`src/rtl/vga_timing_gen_if.sv`:
```
// Raster bundle between the VGA timing generator and the pixel generators
// that decode hCount/vCount into colour, plus the registered pin outputs.
interface vga_timing_gen_if;
   logic [9:0]  hCount;
   logic [9:0]  vCount;
   logic        bright;
   logic        pix_en;
   logic        frame_tick;
   logic [11:0] rgb_in;
   logic        vga_hs;
   logic        vga_vs;
   logic [11:0] vga_rgb;

   // Timing generator side: drives the raster and pins, reads colour back.
   modport master (
      output hCount, vCount, bright, pix_en, frame_tick,
      output vga_hs, vga_vs, vga_rgb,
      input  rgb_in
   );

   // Pixel generator / display side.
   modport slave (
      input  hCount, vCount, bright, pix_en, frame_tick,
      input  vga_hs, vga_vs, vga_rgb,
      output rgb_in
   );
endinterface

```
`src/rtl/vga_timing_gen.sv`:
```
// VGA raster timing source. Stage 0 is the pixel divider and the
// hCount/vCount counters with their combinational visible-window decode;
// stage 1 registers sync and the generator's colour on each pixel strobe so
// the pins change together, one pixel period behind the counters.
module vga_timing_gen #(
   parameter int CLK_DIV   = 4,
   parameter int H_SYNC    = 96,
   parameter int H_BACK    = 48,
   parameter int H_VISIBLE = 640,
   parameter int H_FRONT   = 16,
   parameter int V_SYNC    = 2,
   parameter int V_BACK    = 33,
   parameter int V_VISIBLE = 480,
   parameter int V_FRONT   = 10
) (
   input  logic              clk,
   input  logic              rst,
   input  logic              en,
   vga_timing_gen_if.master  vif
);

   localparam int H_TOTAL = H_SYNC + H_BACK + H_VISIBLE + H_FRONT;
   localparam int V_TOTAL = V_SYNC + V_BACK + V_VISIBLE + V_FRONT;
   localparam int DIV_W   = (CLK_DIV > 1) ? $clog2(CLK_DIV) : 1;

   localparam logic [DIV_W-1:0] DIV_LAST = DIV_W'(CLK_DIV - 1);
   localparam logic [9:0]       H_LAST   = 10'(H_TOTAL - 1);
   localparam logic [9:0]       V_LAST   = 10'(V_TOTAL - 1);
   // Last visible line; leaving it starts the vertical front porch.
   localparam logic [9:0]       V_TICK   = 10'(V_SYNC + V_BACK + V_VISIBLE - 1);

   // True when coordinate c lies in [lo, lo+len).
   function automatic logic in_span(input logic [9:0] c, input int lo, input int len);
      return (int'(c) >= lo) && (int'(c) < lo + len);
   endfunction

   // ---------------- stage 0: divider, counters, decode ----------------
   logic [DIV_W-1:0] div_p0;
   logic [9:0]       h_cnt_p0;
   logic [9:0]       v_cnt_p0;
   logic             vld_p0;
   logic             h_wrap_p0;
   logic             v_wrap_p0;
   logic             bright_p0;
   logic             tick_p0;

   assign vld_p0    = en && (div_p0 == DIV_LAST);
   assign h_wrap_p0 = (h_cnt_p0 == H_LAST);
   assign v_wrap_p0 = (v_cnt_p0 == V_LAST);
   assign bright_p0 = in_span(h_cnt_p0, H_SYNC + H_BACK, H_VISIBLE)
                   && in_span(v_cnt_p0, V_SYNC + V_BACK, V_VISIBLE);
   assign tick_p0   = vld_p0 && h_wrap_p0 && (v_cnt_p0 == V_TICK);

   // Pixel-rate divider: free-runs 0..CLK_DIV-1 while enabled, holds otherwise.
   always_ff @(posedge clk or negedge rst) begin
      if (!rst) begin
         div_p0 <= '0;
      end else if (en) begin
         div_p0 <= (div_p0 == DIV_LAST) ? '0 : div_p0 + DIV_W'(1);
      end
   end

   // Raster counters: advance one pixel per strobe, line advances on line wrap.
   always_ff @(posedge clk or negedge rst) begin
      if (!rst) begin
         h_cnt_p0 <= '0;
         v_cnt_p0 <= '0;
      end else if (vld_p0) begin
         h_cnt_p0 <= h_wrap_p0 ? 10'd0 : h_cnt_p0 + 10'd1;
         if (h_wrap_p0) begin
            v_cnt_p0 <= v_wrap_p0 ? 10'd0 : v_cnt_p0 + 10'd1;
         end
      end
   end

   // ---------------- stage 1: pin registers ----------------
   logic        hs_p1;
   logic        vs_p1;
   logic [11:0] rgb_p1;

   // Capture sync and blanked colour from the pre-increment stage-0 values.
   always_ff @(posedge clk or negedge rst) begin
      if (!rst) begin
         hs_p1  <= 1'b1;
         vs_p1  <= 1'b1;
         rgb_p1 <= '0;
      end else if (vld_p0) begin
         hs_p1  <= ~in_span(h_cnt_p0, 0, H_SYNC);
         vs_p1  <= ~in_span(v_cnt_p0, 0, V_SYNC);
         rgb_p1 <= bright_p0 ? vif.rgb_in : 12'h000;
      end
   end

   assign vif.hCount     = h_cnt_p0;
   assign vif.vCount     = v_cnt_p0;
   assign vif.bright     = bright_p0;
   assign vif.pix_en     = vld_p0;
   assign vif.frame_tick = tick_p0;
   assign vif.vga_hs     = hs_p1;
   assign vif.vga_vs     = vs_p1;
   assign vif.vga_rgb    = rgb_p1;

endmodule

```
`src/flat_wrapper.sv`:
```
// flat-port wrapper written by rule: the top's interface ports become plain ports
module vga_timing_gen_flat 
#(
   parameter int CLK_DIV   = 4,
   parameter int H_SYNC    = 96,
   parameter int H_BACK    = 48,
   parameter int H_VISIBLE = 640,
   parameter int H_FRONT   = 16,
   parameter int V_SYNC    = 2,
   parameter int V_BACK    = 33,
   parameter int V_VISIBLE = 480,
   parameter int V_FRONT   = 10
)
  (clk, rst, en, vif_hCount, vif_vCount, vif_bright, vif_pix_en, vif_frame_tick, vif_vga_hs, vif_vga_vs, vif_vga_rgb, vif_rgb_in);
  vga_timing_gen_if vif_i ();
  input  logic clk;
  input  logic rst;
  input  logic en;
  output wire logic [$bits(vif_i.hCount)-1:0] vif_hCount;
  output wire logic [$bits(vif_i.vCount)-1:0] vif_vCount;
  output wire logic [$bits(vif_i.bright)-1:0] vif_bright;
  output wire logic [$bits(vif_i.pix_en)-1:0] vif_pix_en;
  output wire logic [$bits(vif_i.frame_tick)-1:0] vif_frame_tick;
  output wire logic [$bits(vif_i.vga_hs)-1:0] vif_vga_hs;
  output wire logic [$bits(vif_i.vga_vs)-1:0] vif_vga_vs;
  output wire logic [$bits(vif_i.vga_rgb)-1:0] vif_vga_rgb;
  input wire logic [$bits(vif_i.rgb_in)-1:0] vif_rgb_in;
  assign vif_hCount = vif_i.hCount;
  assign vif_vCount = vif_i.vCount;
  assign vif_bright = vif_i.bright;
  assign vif_pix_en = vif_i.pix_en;
  assign vif_frame_tick = vif_i.frame_tick;
  assign vif_vga_hs = vif_i.vga_hs;
  assign vif_vga_vs = vif_i.vga_vs;
  assign vif_vga_rgb = vif_i.vga_rgb;
  assign vif_i.rgb_in = vif_rgb_in;
  vga_timing_gen #(.CLK_DIV(CLK_DIV), .H_SYNC(H_SYNC), .H_BACK(H_BACK), .H_VISIBLE(H_VISIBLE), .H_FRONT(H_FRONT), .V_SYNC(V_SYNC), .V_BACK(V_BACK), .V_VISIBLE(V_VISIBLE), .V_FRONT(V_FRONT)) u_core (.clk(clk), .rst(rst), .en(en), .vif(vif_i));
endmodule
```
`config.mk`:
```
export PLATFORM = sky130hd
export DESIGN_NAME = vga_timing_gen_flat
export DESIGN_NICKNAME = d
export VERILOG_FILES = /design/src/rtl/vga_timing_gen_if.sv /design/src/rtl/vga_timing_gen.sv /design/src/flat_wrapper.sv
export SDC_FILE = /design/constraint.sdc
export NUM_CORES = 1
export LEC_CHECK = 0
export CAP_MARGIN = 40
export CORE_MARGIN = 4
export CORE_UTILIZATION = 35
export DETAILED_ROUTE_END_ITERATION = 10
export GPL_TIMING_DRIVEN = 1
export MAX_ROUTING_LAYER = met4
export SLEW_MARGIN = 10
export SYNTH_ARGS = -nofsm -noshare
export SYNTH_HDL_FRONTEND = slang
export SYNTH_SLANG_ARGS = --single-unit
```
`constraint.sdc`:
```
create_clock -name clk -period 2.69 [get_ports clk]
set_input_delay 0.538 -clock clk [delete_from_list [all_inputs] [get_ports clk]]
set_output_delay 0.538 -clock clk [all_outputs]
set_load 0.05 [all_outputs]
```
==> results of run 1 <==
flip-flops by register name, summed over array words and instances (netlist names):
signal	flops
u_core.div_p0	2
u_core.vif.vga_rgb	12
u_core.vif.vga_vs	1
u_core.vif.vga_hs	1
u_core.vif.vCount	10
u_core.vif.hCount	10
critical path, stage by stage, from the launching register on:
cell	delay, ns
dfrtp_1	0.43
ha_1	0.29
or4_4	0.44
nor3_2	0.18
o211a_4	0.24
buf_12	0.15
repair_timing:
action | CTS | global route
endpoints found under the setup margin | 0 | 2
endpoints found under the hold margin | 0 | 0
buffers inserted | 0 | 4
resized for setup | 0 | 1
worst paths after layout:
path | startpoint | to | slack [ns] | cells past startpoint
hold reg to reg | u_core.vif.vga_hs | u_core.vif.vga_hs | 0.48 | 2
hold / removal | rst | u_core.vif.hCount[6] | 0.10 | 1
setup reg to reg | u_core.vif.vCount[0] | u_core.vif.vga_rgb[2] | 0.76 | 6
setup / recovery | u_core.vif.vCount[0] | vif_bright | 0.13 | 5
max in group asynchronous | rst | u_core.vif.vga_vs | 2.10 | 2
min in group clk | u_core.vif.vga_hs | u_core.vif.vga_hs | 0.48 | 2
routing by layer:
metal	global-route usage (%)	part of all wire, %	routed length, um	vias to the layer above
met2	22.1	44	1910	44
met4	4.05	1.0	44	0
li1	-	-	-	759
met5	-	0	0	-
met3	5.65	7.3	317	5
met1	19.3	47	2040	703
power by group:
part           internal, mW  switching [mW]  total, mW
registers             0.591          0.0636      0.655
clock network         0.234           0.195      0.429
logic                 0.160           0.246      0.406
cells by family (layout without fill, tap and decap cells):
kind of cell / count (synthesis) / count (layout) / share of synthesized area [%]
AOI/OAI and AO/OA: 32 / 32 / 13.3
and+or+nand+nor: 72 / 72 / 22.3
DFF: 36 / 36 / 48.4
muxes: 3 / 3 / 1.81
adders and majority gates: 6 / 6 / 4.02
xor gates and xnor gates: 11 / 11 / 5.16
buffers and inverters: 17 / 77 / 5.03
cell type report:
type | count | area (um2) | area share (%)
repair buffers | 63 | 638 | 24.3
inverters | 6 | 22.5 | 0.856
well taps | 70 | 87.6 | 3.33
clock buffers | 8 | 100 | 3.81
multi-input cells | 124 | 878 | 33.4
flip-flops and latches | 36 | 903 | 34.3
layout by cell type, fill, tap and decap left out, types with 2 or more instances in the layout:
cell	count
nand4_1	8
inv_1	5
o41ai_1	2
nand3_1	8
a21oi_1	4
buf_12	4
nor2_1	11
dfrtp_1	34
a31oi_1	3
buf_4	11
nor3_2	2
and4_2	2
mux2_2	3
a31o_1	9
dfstp_2	2
nor3_1	5
and3_1	3
and2_1	12
xor2_1	2
clkdlybuf4s50_1	47
xnor2_1	9
a31o_2	3
o21ai_0	5
clkbuf_8	7
or4_1	2
ha_1	6
nand2_1	10
==> impl_metrics.json, run 1 <==
{
  "status": "finished clean",
  "fin_util_pct": 51.2,
  "timing.hold.ws_ns": 0.101,
  "dr_total_vias": 1511,
  "hold_viol": 0,
  "grt_overflow": 0,
  "dpl-instance-area_um2": 2490,
  "numClockSinks": 36,
  "syn_inst": 177,
  "crit_type": "flop to output port",
  "async_flop_share_pct": 100,
  "gp_congestion": 0.789,
  "n_fill_cell": 498,
  "power_mw": 1.49,
  "die_x_um": 81.0,
  "grt_pass1_vias": 1473,
  "dp_slack_ns": 0.349,
  "fin_area_um2": 2630,
  "cts_root_buffer": "clkbuf_8",
  "fp.dieH_um": 81.0,
  "finalWirelength_um": 4310,
  "clkTransAtPathRegs_ns": 0.08,
  "antennaDiodeCount": 0,
  "grt_pass1_wl_um": 7300,
  "clk_latency_ns": 0.29,
  "cap_violations": 0,
  "synth-seq-area-share_pct": 48.4,
  "clock_skew_ns": 0.00861,
  "dieArea_um2": 6570,
  "io_pins": 52,
  "cts_buffer_depth": 2,
  "cp.arrival_ns": 2.03,
  "synth_top_area_share_pct": 45.6,
  "drv_slew": 0,
  "p_leak_nw": 1.15,
  "first_iter_violations": 80,
  "final_layout_size_suffix_gt1_share_pct": 17.7,
  "ys_warn_count": 0,
  "dp_cells": 295,
  "rsz0062_at_grt": "no",
  "endpoint_kind": "output port",
  "crit_path_start_kind": "flop",
  "ir_worst_vdd_uv": 354,
  "grt_max_degree": 28,
  "synth_ff_type": "dfrtp_1",
  "hpwl_um": 3180,
  "cts_tree": "yes",
  "h-tree-depth": 2,
  "period_share_pct": 95.3,
  "fmax_mhz": 390,
  "syn_nets": 198,
  "syn_to_final_growth_pct": 40.9,
  "netlist_area_um2": 1870,
  "ant_nets": 0,
  "report.final.setup_viol": 0,
  "min_path_type": "input pin to async pin",
  "setup_tns_ns": 0,
  "cp.required_ns": 2.15,
  "coreArea_um2": 5140,
  "yosysMostFrequentCell": "dfrtp_1",
  "fin_cells": 307,
  "port_buffers": 51,
  "avgViaCountPerCell": 4.92,
  "start_util_pct": 36.3,
  "tightest_slew_ns": 0.548,
  "grt_usage_pct": 15.0,
  "fin_nets": 257,
  "grt_antenna_before_repair": 0,
  "synth_edf_count": 0,
  "synth_cell_types": 43,
  "fin_ws_ns": 0.127,
  "ctsHoldBuffers": 0,
  "synthTopCellsByArea": "dfrtp_1 46%, a31o_1 4.2%, xnor2_1 4.2%",
  "post-route-min-period_ns": 2.56,
  "yosys-top-cells-count": "34 x dfrtp_1, 12 x and2_1, 12 x nor2_1",
  "cts_buffers": 5,
  "wl_per_cell_um": 14.0,
  "slew_headroom_pct": 62.5,
  "rows": 26,
  "drc_errors": 0,
  "ys_seq_elements": 36,
  "yosys.area.top_type": "dfrtp_1",
  "dr.pass1.iters": 4,
  "crit_fanout": 8,
  "avgSynthCellArea_um2": 10.5,
  "p_per_area_nw_per_um2": 566
}
(Power assumes the default switching activity.)
==> inputs of run 2 (changes only) <==
--- a/config.mk
+++ b/config.mk
@@ -6,11 +6,14 @@
 export NUM_CORES = 1
 export LEC_CHECK = 0
 export CAP_MARGIN = 40
+export CELL_PAD_IN_SITES_DETAIL_PLACEMENT = 0
+export CELL_PAD_IN_SITES_GLOBAL_PLACEMENT = 1
 export CORE_MARGIN = 4
 export CORE_UTILIZATION = 35
 export DETAILED_ROUTE_END_ITERATION = 10
 export GPL_TIMING_DRIVEN = 1
 export MAX_ROUTING_LAYER = met4
+export PLACE_DENSITY_LB_ADDON = 0.1
 export SLEW_MARGIN = 10
 export SYNTH_ARGS = -nofsm -noshare
 export SYNTH_HDL_FRONTEND = slang
==> constraint.sdc (replaced) <==
create_clock -name clk -period 2.69 [get_ports clk]
set_input_delay 0.538 -clock clk [delete_from_list [all_inputs] [get_ports clk]]
set_output_delay 0.538 -clock clk [all_outputs]
set_load 0.02 [all_outputs]
==> run 2 against run 1 <==
Effect of this change:
- worst setup slack got worse by 0.0043 ns
- critical path depth unchanged
- cell area is 1.9% higher
- sequential cell count is the same
- combinational power decreased by 21%
- sequential power about the same
- die area is the same
- critical path type unchanged
==> impl_metrics.json, run 2 (synthesis results as in run 1) <==
{
  "status": "finished clean",
  "h-tree-depth": 2,
  "crit_path_start_kind": "flop",
  "cts_buffers": 5,
  "fin_nets": 267,
  "ir_worst_vdd_uv": 371,
  "grt_max_degree": 37,
  "syn_to_final_growth_pct": 43.5,
  "rsz0062_at_grt": "no",
  "clock_skew_ns": 0.0100,
  "reg2regPathDepth": 6,
  "timing.rr.start": "u_core.div_p0[0]",
  "cts_root_buffer": "clkbuf_8",
  "antennaDiodeCount": 0,
  "rows": 26,
  "crit_type": "flop to output port",
  "post-route-min-period_ns": 2.57,
  "dp_cells": 308,
  "min_path_type": "input pin to async pin",
  "ff2ff_setup_slack_ns": 0.76,
  "final_common_cell": "clkdlybuf4s50_1",
  "dr_total_vias": 1634,
  "ant_nets": 0,
  "cp.required_ns": 2.15,
  "cts_tree": "yes",
  "drc_errors": 0,
  "report.final.setup_viol": 0,
  "r2r-end": "u_core.vif.vCount[4]",
  "grt_pass1_vias": 1678,
  "crit_fanout": 2,
  "ctsHoldBuffers": 0,
  "fp.dieH_um": 81.0,
  "postCtsSetupBuffers": 0,
  "tightest_slew_ns": 0.463,
  "die_x_um": 81.0,
  "fin_util_pct": 52.1,
  "start_util_pct": 36.3,
  "grt_overflow": 0,
  "cts_buffer_depth": 2,
  "finalWirelength_um": 4940,
  "drv_slew": 0,
  "clkTransAtPathRegs_ns": 0.08,
  "wl_per_cell_um": 15.6,
  "grt_pass1_wl_um": 8170,
  "hpwl_um": 3590,
  "cap_violations": 0,
  "coreArea_um2": 5140,
  "io_pins": 52,
  "most-common-layout-cells": "48 x clkdlybuf4s50_1, 34 x dfrtp_1, 21 x buf_4",
  "endpoint_kind": "output port",
  "slew_headroom_pct": 68.3,
  "numClockSinks": 36,
  "cp.arrival_ns": 2.03,
  "p_per_area_nw_per_um2": 543,
  "p_leak_nw": 1.19,
  "port_buffers": 51,
  "clk_latency_ns": 0.29,
  "final_layout_size_suffix_gt1_share_pct": 20.2,
  "period_share_pct": 95.4,
  "largest_reg_flops": 12,
  "grt_usage_pct": 16.8,
  "dieArea_um2": 6570,
  "first_iter_violations": 90,
  "fin_cells": 317,
  "gp_congestion": 0.821,
  "hold_viol": 0,
  "dr.pass1.iters": 4,
  "avgViaCountPerCell": 5.15,
  "grt_antenna_before_repair": 0,
  "fmax_mhz": 389
}
## run 2: changes by cell type in the layout (fill, tap and decap cells not counted)
cell,before,now
nor2_1,11,12
bufinv_16,0,1
clkbuf_8,7,5
clkbuf_1,1,0
clkdlybuf4s50_1,47,48
clkinv_2,0,1
buf_4,11,21
clkinvlp_4,0,1
clkbuf_2,0,1
buf_12,4,1
nor2_2,1,0
clkdlybuf4s15_1,0,1
## run 2: cell type report
class	instances	area (um2)
clock buffer	5	68.8
multi-input combinational	124	876
timing repair buffer	73	678
inverter	6	22.5
sequential	36	903
fill	483	2460
tap	70	87.6
clock inverter	3	42.5
## run 2: what timing repair did
action / CTS / global route
setup endpoints to repair: 2 / 2
gates cloned: 0 / 0
resized for setup: 3 / 3
pin swaps: 0 / 0
## run 2: where the power goes
part | switching [mW] | internal [mW]
combinational | 0.166 | 0.154
sequential | 0.0653 | 0.591
clock | 0.204 | 0.274
total | 0.435 | 1.02
## run 2: through the flow
| stage | setup TNS [ns] | area (um2) | setup WS, ns | hold slack, ns | total power, mW |
|---|---|---|---|---|---|
| 2_1_floorplan | 0 | 1870 | 0.424 | 0.242 | 0.820 |
| 3_3_place_gp | -0.0200 | 2550 | -0.0200 | 0.471 | 0.973 |
| 3_5_place_dp | -0.0209 | 2550 | -0.0209 | 0.474 | 0.988 |
| 4_1_cts | 0 | 2660 | 0.0744 | 0.375 | 1.47 |
| 5_1_grt | 0 | 2680 | 0.0183 | 0.212 | 1.54 |
| 6_report | 0 | 2680 | 0.123 | 0.209 | 1.45 |
## run 2: per-layer routing
layer  up-vias  GRT usage, %  wire (um)
met5         -             -          0
met4         0          5.41         48
met3         6          2.88        135
met2        36          27.5       2530
met1       811          21.1       2230
li1        781             -          -
## run 2: worst max-delay path by stage
| stage | from | to | slack, ns | depth (start not counted) |
|---|---|---|---|---|
| 2_1_floorplan | u_core.vif.vCount[7] | vif_frame_tick | 0.42 | 4 |
| 3_3_place_gp | en | vif_frame_tick | -0.02 | 5 |
| 3_5_place_dp | en | vif_frame_tick | -0.02 | 5 |
| 4_1_cts | u_core.vif.vCount[6] | vif_bright | 0.07 | 5 |
| 5_1_grt | u_core.vif.vCount[6] | vif_bright | 0.02 | 5 |
| 6_report | u_core.vif.vCount[6] | vif_bright | 0.12 | 5 |
## run 2: critical path, stage by stage (launching register included)
cell and delay (ns):
dfrtp_1 0.38, or4_1 0.57, buf_4 0.17, nor3_2 0.13
o211a_4 0.19, clkdlybuf4s15_1 0.30
==> inputs of run 3 (changes only) <==
--- a/config.mk
+++ b/config.mk
@@ -11,10 +11,9 @@
 export CORE_MARGIN = 4
 export CORE_UTILIZATION = 35
 export DETAILED_ROUTE_END_ITERATION = 10
-export GPL_TIMING_DRIVEN = 1
 export MAX_ROUTING_LAYER = met4
 export PLACE_DENSITY_LB_ADDON = 0.1
-export SLEW_MARGIN = 10
+export SLEW_MARGIN = 20
 export SYNTH_ARGS = -nofsm -noshare
 export SYNTH_HDL_FRONTEND = slang
 export SYNTH_SLANG_ARGS = --single-unit
==> constraint.sdc (replaced) <==
create_clock -name clk -period 2.8 [get_ports clk]
set_input_delay 0.56 -clock clk [delete_from_list [all_inputs] [get_ports clk]]
set_output_delay 0.56 -clock clk [all_outputs]
set_load 0.02 [all_outputs]
==> run 3 against run 2 <==
Effect of this change:
- worst setup slack better by 0.034 ns
- via count decreased by 3.7%
- clock power fell by 4%
- sequential power is 4.3% lower
- non-clock buffer count decreased by 1
- wire length is 4.5% lower
- register-to-register slack gained 0.09 ns
- critical path depth unchanged
- clock-buffer cell count unchanged
- highest routed layer unchanged
- final cell count fell by 0.32%
==> impl_metrics.json, run 3 (synthesis results as in run 1) <==
{
  "grt_usage_pct": 16.3,
  "cpPeakStageDelay_ns": 0.58,
  "status": "finished clean",
  "final_common_cell": "clkdlybuf4s50_1",
  "first_iter_violations": 88,
  "rows": 26,
  "grt_pass1_vias": 1605,
  "cts_buffers": 5,
  "io_pins": 52,
  "grt_antenna_before_repair": 0,
  "ant_nets": 0,
  "cp.required_ns": 2.24,
  "grt_max_degree": 37,
  "drc_errors": 0,
  "clock_skew_ns": 0.00739,
  "ff2ff_setup_slack_ns": 0.85,
  "r2r-end": "u_core.vif.vga_rgb[0]",
  "reg2regPathDepth": 7,
  "fin_util_pct": 52.0,
  "ir_worst_vdd_uv": 344,
  "postCtsSetupBuffers": 0,
  "cts_resized": 3,
  "grt_pass1_wl_um": 8000,
  "slew_headroom_pct": 67.7,
  "finalWirelength_um": 4720,
  "setup_tns_ns": 0,
  "tightest_slew_ns": 0.472,
  "dr_total_vias": 1573,
  "start_util_pct": 36.3,
  "crit_fanout": 2,
  "most-common-layout-cells": "48 x clkdlybuf4s50_1, 34 x dfrtp_1, 20 x buf_4",
  "h-tree-depth": 2,
  "crit_start": "u_core.vif.vCount[6]",
  "ctsHoldBuffers": 0,
  "fmax_mhz": 378,
  "rsz0062_at_grt": "no",
  "wl_per_cell_um": 14.9,
  "fp.dieH_um": 81.0,
  "clk_latency_ns": 0.29,
  "drv_slew": 0,
  "report.final.setup_viol": 0,
  "endpoint_kind": "output port",
  "grt_overflow": 0,
  "p_leak_nw": 1.20,
  "coreArea_um2": 5140,
  "clkTransAtPathRegs_ns": 0.07,
  "cp.arrival_ns": 2.08,
  "cts_root_buffer": "clkbuf_8",
  "hpwl_um": 3500,
  "avgViaCountPerCell": 4.98,
  "gp_congestion": 0.814,
  "largest_reg_flops": 12,
  "worstPathCellList": "or4_1 > nor4_2 > nand3_1 > nor2_1 > dlygate4sd2_1",
  "crit_slowest_cell": "or4_1",
  "cap_violations": 0,
  "fin_nets": 266,
  "hold_viol": 0,
  "min_path_type": "input pin to async pin",
  "numClockSinks": 36,
  "cts_buffer_depth": 2,
  "crit_type": "flop to output port",
  "dieArea_um2": 6570,
  "port_buffers": 51,
  "timing.rr.start": "u_core.vif.vCount[0]",
  "die_x_um": 81.0,
  "final_layout_size_suffix_gt1_share_pct": 19.5,
  "p_per_area_nw_per_um2": 522,
  "post-route-min-period_ns": 2.64,
  "crit_path_start_kind": "flop",
  "syn_to_final_growth_pct": 43.2,
  "period_share_pct": 94.4,
  "n_fill_cell": 494,
  "dr.pass1.iters": 4,
  "cts_tree": "yes",
  "antennaDiodeCount": 0
}
run 3: changes by cell type in the layout (fill, tap and decap cells not counted), sizes merged:
cell           previous run  this run
dlygate4sd2               0         2
clkbuf                    6         5
buf                      23        22
clkdlybuf4s15             1         0
run 3: how the worst max path moves through the flow:
stage / end / cells after the start / slack [ns]
floorplan: vif_frame_tick / 4 / 0.51
global placement: vif_frame_tick / 5 / 0.05
detailed placement: vif_frame_tick / 5 / 0.06
CTS: vif_frame_tick / 5 / 0.14
global route: vif_frame_tick / 5 / 0.06
finish: vif_frame_tick / 5 / 0.16
run 3: cell type report:
cell class	count	area (um2)	share of cell area, %
multi-input cells	124	876	32.8
repair buffers	72	673	25.2
well taps	70	87.6	3.28
clock inverters	3	42.5	1.59
clock buffers	5	68.8	2.57
inverters	6	22.5	0.842
flip-flops and latches	36	903	33.8
run 3: critical path, delay by kind of cell (launching register included):
kind / cells / cell delay, ns
and+or+nand+nor: 4 / 1.06
buffers and inverters: 1 / 0.35
DFF: 1 / 0.38
run 3: per-stage QoR:
stage                     cells  hold WS [ns]  setup slack, ns  power [mW]  cell area (um2)
after floorplan             177         0.264            0.512       0.788             1870
after global placement      307         0.471           0.0470       0.935             2540
after detailed placement    307         0.478           0.0609       0.948             2540
after CTS                   315         0.381            0.136        1.41             2650
after global routing        316        0.0654           0.0591        1.48             2670
final                       316        0.0700            0.156        1.39             2670
run 3: report_power, final:
group	switching [mW]	internal, mW
Sequential	0.0608	0.568
Combinational	0.158	0.149
Clock	0.196	0.263
run 3: layer usage:
layer	vias to the layer above	part of all wire, %	global-route usage [%]
li1	774	-	-
met1	757	45	20.5
met2	37	49	26.1
met3	5	4.6	3.88
met4	0	1.3	5.07
met5	-	0	-
